File: src/rtl/bram_pixel_streamer.sv
// bram_pixel_streamer: reads a frame from BRAM once and streams it as raster valid/ready pixels
module bram_pixel_streamer #(
    parameter int IMG_W  = 300,
    parameter int IMG_H  = 300,
    parameter int ADDR_W = 17,
    parameter int DATA_W = 24,
    parameter int RD_LAT = 1
) (
    input  logic              clka,
    input  logic              rsta,
    input  logic              start,
    output logic              busy,
    output logic              done,
    output logic              bram_ena,
    output logic              bram_wea,
    output logic [ADDR_W-1:0] bram_addra,
    input  logic [DATA_W-1:0] bram_douta,
    output logic              m_valid,
    input  logic              m_ready,
    output logic [DATA_W-1:0] m_data,
    output logic              m_sof,
    output logic              m_eol,
    output logic              m_eof
);
    localparam int NPIX  = IMG_W * IMG_H;
    localparam int DEPTH = RD_LAT + 2;
    localparam int PW    = $clog2(DEPTH);
    localparam int CW    = $clog2(DEPTH + 1);
    localparam int XW    = $clog2(IMG_W);
    localparam int YW    = $clog2(IMG_H);

    typedef enum logic [1:0] {IDLE, RUN, DRAIN} state_t;

    state_t              state_q, state_d;
    logic [ADDR_W-1:0]   addr_q, addr_d;
    logic [XW-1:0]       col_q, col_d;
    logic [YW-1:0]       row_q, row_d;
    logic [RD_LAT-1:0]   trk_q, trk_d;
    logic [2:0]          mk_q [RD_LAT];
    logic [2:0]          mk_d [RD_LAT];
    logic [DATA_W+2:0]   mem_q [DEPTH];
    logic [PW-1:0]       wr_q, wr_d, rd_q, rd_d;
    logic [CW-1:0]       cnt_q, cnt_d;
    logic                done_q, done_d;
    logic                sof, eol, eof, last, issue, push, pop, fin;

    function automatic logic [PW-1:0] nxt(input logic [PW-1:0] p);
        return p == PW'(DEPTH - 1) ? '0 : p + 1'b1;
    endfunction

    always_comb begin
        eol     = col_q == XW'(IMG_W - 1);
        eof     = eol && row_q == YW'(IMG_H - 1);
        sof     = col_q == '0 && row_q == '0;
        last    = addr_q == ADDR_W'(NPIX - 1);
        issue   = state_q == RUN && int'($countones(trk_q)) + int'(cnt_q) < DEPTH;
        push    = trk_q[RD_LAT-1];
        pop     = cnt_q != '0 && m_ready;
        fin     = state_q == DRAIN && pop && cnt_q == CW'(1) && trk_q == '0;
        // done_q blocks a start landing on the done cycle: the frame is not yet closed
        state_d = state_q == IDLE ? (start && !done_q ? RUN : IDLE)
                : state_q == RUN  ? (issue && last ? DRAIN : RUN)
                : (fin ? IDLE : DRAIN);
        addr_d  = state_q == IDLE ? '0 : issue && !last ? addr_q + 1'b1 : addr_q;
        col_d   = state_q == IDLE ? '0 : issue ? (eol ? '0 : col_q + 1'b1) : col_q;
        row_d   = state_q == IDLE ? '0 : issue && eol ? row_q + 1'b1 : row_q;
        trk_d   = (trk_q << 1) | RD_LAT'(issue);
        mk_d[0] = {sof, eol, eof};
        for (int i = 1; i < RD_LAT; i++) mk_d[i] = mk_q[i-1];
        cnt_d   = cnt_q + CW'(push) - CW'(pop);
        wr_d    = push ? nxt(wr_q) : wr_q;
        rd_d    = pop ? nxt(rd_q) : rd_q;
        done_d  = fin;
    end

    always_ff @(posedge clka) begin
        mk_q <= mk_d;
        if (rsta) begin
            state_q <= IDLE;
            addr_q  <= '0;
            col_q   <= '0;
            row_q   <= '0;
            trk_q   <= '0;
            wr_q    <= '0;
            rd_q    <= '0;
            cnt_q   <= '0;
            done_q  <= 1'b0;
        end else begin
            state_q <= state_d;
            addr_q  <= addr_d;
            col_q   <= col_d;
            row_q   <= row_d;
            trk_q   <= trk_d;
            wr_q    <= wr_d;
            rd_q    <= rd_d;
            cnt_q   <= cnt_d;
            done_q  <= done_d;
        end
    end

    always_ff @(posedge clka) begin
        if (push) mem_q[wr_q] <= {bram_douta, mk_q[RD_LAT-1]};
    end

    assign busy       = state_q != IDLE;
    assign done       = done_q;
    assign bram_ena   = issue;
    assign bram_wea   = 1'b0;
    assign bram_addra = addr_q;
    assign m_valid    = cnt_q != '0;
    assign {m_data, m_sof, m_eol, m_eof} = m_valid ? mem_q[rd_q] : '0;
endmodule

File: config.mk
export PLATFORM = sky130hd
export DESIGN_NAME = bram_pixel_streamer
export DESIGN_NICKNAME = d
export VERILOG_FILES = /design/src/rtl/bram_pixel_streamer.sv
export SDC_FILE = /design/constraint.sdc
export NUM_CORES = 1
export LEC_CHECK = 0
export ABC_AREA = 1
export BUFFER_PORTS_ARGS = -buffer_cell sky130_fd_sc_hd__buf_2
export CAP_MARGIN = 20
export CORE_ASPECT_RATIO = 1.1
export CORE_MARGIN = 2
export CORE_UTILIZATION = 50
export CTS_CLUSTER_SIZE = 28
export DETAILED_ROUTE_END_ITERATION = 12
export GPL_TIMING_DRIVEN = 1
export PLACE_DENSITY = 0.73
export REMOVE_ABC_BUFFERS = 1
export SLEW_MARGIN = 20
export SYNTH_ARGS = -nofsm -noshare
export SYNTH_HDL_FRONTEND = slang
export SYNTH_SLANG_ARGS = --single-unit
File: constraint.sdc
create_clock -name clka -period 3.4 [get_ports clka]
set_clock_uncertainty 0.15 [all_clocks]
set_input_delay 0.68 -clock clka [delete_from_list [all_inputs] [get_ports clka]]
set_output_delay 0.68 -clock clka [all_outputs]
set_load 0.03 [all_outputs]
==> out/qor.txt, run 1 <==
Slew HR -> 39.6%
Ys Warns -> 0
crit path max fanout -> 11
final worst slack -> 497 ps
WL final -> 12,300 µm
most used flip-flop cell after synthesis -> edfxtp_1
FF+latch count, synth -> 131
Least-Margin Pin Slew -> 907 ps
maximum buffer depth of the clock tree -> 2
final setup fails -> 0
Pwr Density -> 679 nW/µm²
post-CTS setup buffer count -> 0
Starting DRT DRC Count -> 304
Seq/Total Area, Yosys -> 56.7%
simple-gate share of the synthesized area -> 18.4%
share of cells above drive strength 1 -> 21.5%
critical path class -> reg2out
fin crit share -> 85.4%
Core Rows -> 42
crit path capture type -> output pin
CTS root buffer -> clkbuf_16
worst min path class -> reg2reg
drc violations -> 0
htree depth -> 4
# fillers -> 1,003
Die H -> 119 µm
Synth Area per Inst -> 9.24 µm²
DIE WIDTH -> 109 µm
Final Hold Viols -> 0
Register Area -> 3430 µm²
clk_lat worst skew -> 410 ps
IO buf count -> 75
core footprint -> 11,900 µm²
largest net degree at the start of global routing -> 55
die area -> 13,000 µm²
Synth Area in Adders -> 1.86%
area of the multi-input gates -> 2070 µm²
post-route minimum period -> 2900 ps
Inst Count DP -> 870
VDD IR max -> 0.428 mV
post-cts resize count -> 0
Post-Syn Instances -> 655
Slew Limit Fails -> 0
Netlist Area Pre-Place -> 6050 µm²
Synth-to-Final Area Change -> 18.2%
largest cells by area after synthesis -> edfxtp_1 40%, dfxtp_1 17%, inv_1 7.1%, nand2_1 7.1%, mux2_2 5.0%
Post-synth top cells -> 115 x inv_1, 114 x nand2_1, 81 x edfxtp_1
post-synth cell types -> 31
xor/xnor share of the synthesized area -> 1.16%
first-pass GRT wire length -> 20,100 µm
Routed Antenna Nets -> 0
area leader, netlist -> edfxtp_1
CTS sink cnt -> 131
Total Routing Usage GR -> 19.9%
RSZ-0062 raised after global routing -> no
share of the synthesized area in the top cell type -> 40.2%
CTS tree -> done
Post-synth EDFFs -> 81
Synth async-reset ratio -> 0%
CP Data Arrival Time -> 2070 ps
Placement Setup Slack -> 890 ps
Data required, critical path -> 2570 ps
crit path launch type -> register
grt total ovfl -> 0
initial antenna violation count -> 0
antenna cells -> 0
Max Clk Rate -> 344 MHz
status -> complete, no violations
clock buffer count from CTS -> 17
Final Instance Count excl. Fillers -> 902
global placer's final weighted congestion -> 0.885
clock-pin slew of the registers on the worst-case setup and hold paths -> 60 ps
DR vias -> 4,621
cell with the most instances after synthesis -> inv_1
hold_buf cts -> 0
Pleak -> 3.13 nW
num ports -> 77
Compound-Gate Fraction of Synth Area -> 7.48%
vias in the first global route -> 4,460
Max-cap violations -> 0
main combinational cell family by area after synthesis -> simple AND/OR/NAND/NOR gates
wire per inst -> 13.7 µm
Pre-antenna DRT Iters -> 6
mux cell area share after synthesis -> 5.02%
HPWL Detailed -> 8240 µm
initial core utilization -> 50.8%
nets@finish -> 772
setup_tns -> 0 ps
via/cell ratio -> 5.12
-- layer usage --
metal / share of wire (%) / GRT usage, % / vias up
li1: - / - / 2300
met1: 41 / 23.5 / 2153
met2: 51 / 34.0 / 151
met3: 6.0 / 5.36 / 17
met4: 1.4 / 7.37 / 0
met5: 0 / 0 / -
-- cell families after synthesis --
logic type / Yosys count
AOI/OAI and AO/OA: 90
xor gates and xnor gates: 8
adders and majority gates: 9
buffers and inverters: 141
DFF: 131
muxes: 27
other: 1
and+or+nand+nor: 248
-- report_power, final --
| group | switching (W) | internal (W) |
|---|---|---|
| registers | 0.0000940 | 0.00175 |
| logic | 0.000845 | 0.000397 |
| clock network | 0.000691 | 0.00108 |
-- metrics by stage --
| step | util [%] | total power (W) | hold WS (ps) | cell area, µm² |
|---|---|---|---|---|
| final | 60.0 | 0.00486 | 295 | 7160 |
| after global routing | 60.0 | 0.00509 | 305 | 7160 |
| after CTS | 60.0 | 0.00491 | 298 | 7160 |
| after detailed placement | 55.1 | 0.00313 | 290 | 6580 |
| after global placement | 55.1 | 0.00310 | 274 | 6580 |
| after floorplan | - | 0.00274 | 271 | 5940 |
-- registers in the layout, summed over array words and instances, names as in the netlist, named ones only --
register,flops
bram_addra,17
cnt_q,2
col_q,9
done,1
mem_q,81
mk_q,3
push,1
rd_q,2
row_q,9
state_q,2
wr_q,2
-- layout by cell type (no fill, tap or decap), types with 2 or more instances in the layout --
cell type   Yosys  layout
clkbuf_16       0      17
xor2_1          7       7
nand4_1        16      16
inv_6           0       3
nor3_2          0       2
nor3_1          8       6
inv_2           3       3
nand3b_1        2       2
nor2_2          7       7
buf_2           7      75
edfxtp_1       81      81
o21ai_0        34      34
nand3_1        34      34
nand2_2         2       2
ha_1            9       9
nor2_1         57      57
inv_1         115     115
buf_4           3       8
nand2_1       114     114
nor2_4          2       2
clkinv_1        1       3
mux2_2         27      27
clkinv_4        0       3
clkinvlp_4      0       4
nand2_4         3       3
dfxtp_1        50      49
bufinv_16       0       2
a21oi_1        55      55
-- path summary, 6_finish.rpt --
path / start / endpoint / slack (ps) / cells past startpoint
worst max-delay path: cnt_q[0] / bram_ena / 500 / 6
worst min-delay path: mk_q[2] / mem_q[0][2] / 300 / 0
worst max register to register: cnt_q[0] / col_q[5] / 860 / 12
worst min register to register: mk_q[2] / mem_q[0][2] / 300 / 0
-- layout make-up --
class / instances / area share [%]
flip-flops and latches: 131 / 48.0
multi-input cells: 383 / 28.9
clock inverters: 15 / 2.17
clock buffers: 17 / 5.94
well taps: 154 / 2.69
inverters: 119 / 6.24
repair buffers: 83 / 6.08
-- worst max-delay path: stages (launching register included) --
cell and delay (ps):
dfxtp_1 340, ha_1 210, ha_1 270, nand2_1 70, nand3b_1 360, inv_1 180
buf_2 220
Note: power is estimated with default switching activity, not from simulation.
==> inputs of run 2 (changes only) <==
==> constraint.sdc (replaced) <==
create_clock -name clka -period 3.25 [get_ports clka]
set_clock_uncertainty 0.15 [all_clocks]
set_input_delay 0.65 -clock clka [delete_from_list [all_inputs] [get_ports clka]]
set_output_delay 0.65 -clock clka [all_outputs]
set_load 0.03 [all_outputs]
==> run 2 against run 1 <==
  * Die area unchanged
  * Register-to-register slack got worse by 180 ps
  * Sequential power increased by 3%
  * Total power is 6.7% higher
  * Critical endpoint unchanged
  * Largest power group is now clock
  * Flip-flop and latch count is the same
  * Via count decreased by 0.65%
==> out/qor.txt, run 2 (same netlist as run 1, synthesis figures left out) <==
status -> complete, no violations
hold path cells -> 1 (+1)
Routed Antenna Nets -> 0 (unchanged)
DIE WIDTH -> 109 µm (unchanged)
CTS tree -> done
Pre-antenna DRT Iters -> 5 (-1)
Slew Limit Fails -> 0 (unchanged)
fin crit share -> 88.0%
first-pass GRT wire length -> 20,300 µm (+0.68%)
DR vias -> 4,591 (-0.65%)
CP Data Arrival Time -> 2060 ps (about the same)
vias in the first global route -> 4,486 (+0.58%)
post-route core utilization -> 60.4% (+0.37 points)
Die H -> 119 µm (unchanged)
crit path capture type -> output pin
Largest register FFs -> 81 (unchanged)
FF-to-FF Start -> cnt_q[0]
RSZ-0062 raised after global routing -> no
final setup fails -> 0 (unchanged)
IO buf count -> 75 (unchanged)
num ports -> 77 (unchanged)
Synth-to-Final Area Change -> 18.9%
Final Hold Viols -> 0 (unchanged)
initial antenna violation count -> 0 (unchanged)
worst r2r dst -> col_q[5]
WL final -> 12,300 µm (+0.15%)
post-cts resize count -> 0 (unchanged)
VDD IR max -> 0.363 mV (-15%)
core footprint -> 11,900 µm² (unchanged)
Core Rows -> 42 (unchanged)
hold_buf cts -> 0 (unchanged)
clock buffer count from CTS -> 17 (unchanged)
via/cell ratio -> 5.08 (-0.76%)
post-CTS setup buffer count -> 0 (unchanged)
CTS sink cnt -> 131 (unchanged)
htree depth -> 4 (unchanged)
die area -> 13,000 µm² (unchanged)
commonest non-fill, non-tap cell in the layout -> inv_1
Slew HR -> 64.5% (+25 points)
grt total ovfl -> 0 (unchanged)
Starting DRT DRC Count -> 188 (-38%)
global placer's final weighted congestion -> 0.889 (+0.47%)
R2R depth -> 12 (unchanged)
final hold slack -> 289 ps (-6.28 ps)
clk_lat worst skew -> 420 ps (about the same)
setup_tns -> 0 ps (unchanged)
clock-pin slew of the registers on the worst-case setup and hold paths -> 50 ps (about the same)
critical path class -> reg2out
Max Clk Rate -> 349 MHz
nets@finish -> 774 (+0.26%)
HPWL Detailed -> 8240 µm (about the same)
drc violations -> 0 (unchanged)
wire per inst -> 13.7 µm (about the same)
worst min path class -> in2reg
post-route minimum period -> 2860 ps
largest net degree at the start of global routing -> 29 (-47%)
antenna cells -> 0 (unchanged)
crit path launch type -> register
flop-to-flop setup slack -> 680 ps (-180 ps)
hold path endpoint -> mem_q[1][9]
most frequent cells in the layout -> 115 x inv_1, 114 x nand2_1, 81 x edfxtp_1
maximum buffer depth of the clock tree -> 2 (unchanged)
CTS root buffer -> clkbuf_16
Worst Min Path Start -> bram_douta[6]
share of cells above drive strength 1 -> 21.5% (-0.029 points)
Reg with most FFs -> mem_q
Pleak -> 3.16 nW (+1.0%)
Total Routing Usage GR -> 20.3% (+0.48 points)
crit path max fanout -> 11 (unchanged)
Max-cap violations -> 0 (unchanged)
initial core utilization -> 50.8% (unchanged)
Data required, critical path -> 2450 ps (-120 ps)
Least-Margin Pin Slew -> 532 ps (-375 ps)
Pwr Density -> 720 nW/µm² (+6.1%)
run 2: cell types whose count changed in the layout (fill, tap and decap cells not counted), sizes merged:
| cell | before | now |
|---|---|---|
| buf | 83 | 85 |
| bufinv | 2 | 4 |
| clkinvlp | 4 | 2 |
| inv | 121 | 118 |
| clkbuf | 17 | 19 |
run 2: through the flow:
stage | total power (W) | instances | setup WS, ps | area (µm²)
2_1_floorplan | 0.00286 | 633 | 306 | 5940
3_3_place_gp | 0.00327 | 872 | 864 | 6600
3_5_place_dp | 0.00330 | 872 | 826 | 6600
4_1_cts | 0.00525 | 903 | 363 | 7200
5_1_grt | 0.00546 | 903 | 282 | 7200
6_report | 0.00518 | 903 | 388 | 7200
run 2: critical path: stages, from the launching register on:
cell,delay (ps)
dfxtp_1,340
ha_1,220
ha_1,270
nand2_1,70
nand3b_1,350
inv_1,180
buf_2,220
run 2: layout make-up:
cell class	count	area [µm²]
multi-input cells	383	2070
flip-flops and latches	131	3430
clock buffers	19	433
inverters	119	447
fillers	1025	4730
well taps	154	193
repair buffers	85	463
clock inverters	12	164
run 2: worst max path at each step:
stage	endpoint	start	slack, ps	cells past startpoint
after floorplan	mem_q[0][0]	push	310	2
after CTS	bram_ena	cnt_q[0]	360	6
after global placement	bram_ena	cnt_q[0]	860	6
final	bram_ena	cnt_q[0]	390	6
after detailed placement	col_q[5]	cnt_q[0]	830	12
after global routing	bram_ena	cnt_q[0]	280	6
run 2: power by group:
part           switching [W]  total, W  internal [W]
sequential         0.0000566   0.00189       0.00183
clock               0.000669   0.00194       0.00127
combinational       0.000921   0.00136      0.000439
run 2: routing by layer:
metal	vias to the layer above	part of all wire, %	track usage, %
li1	2298	-	-
met1	2117	40	22.0
met5	-	0	0
met3	25	6.3	5.75
met2	151	52	36.0
met4	0	2.1	9.46
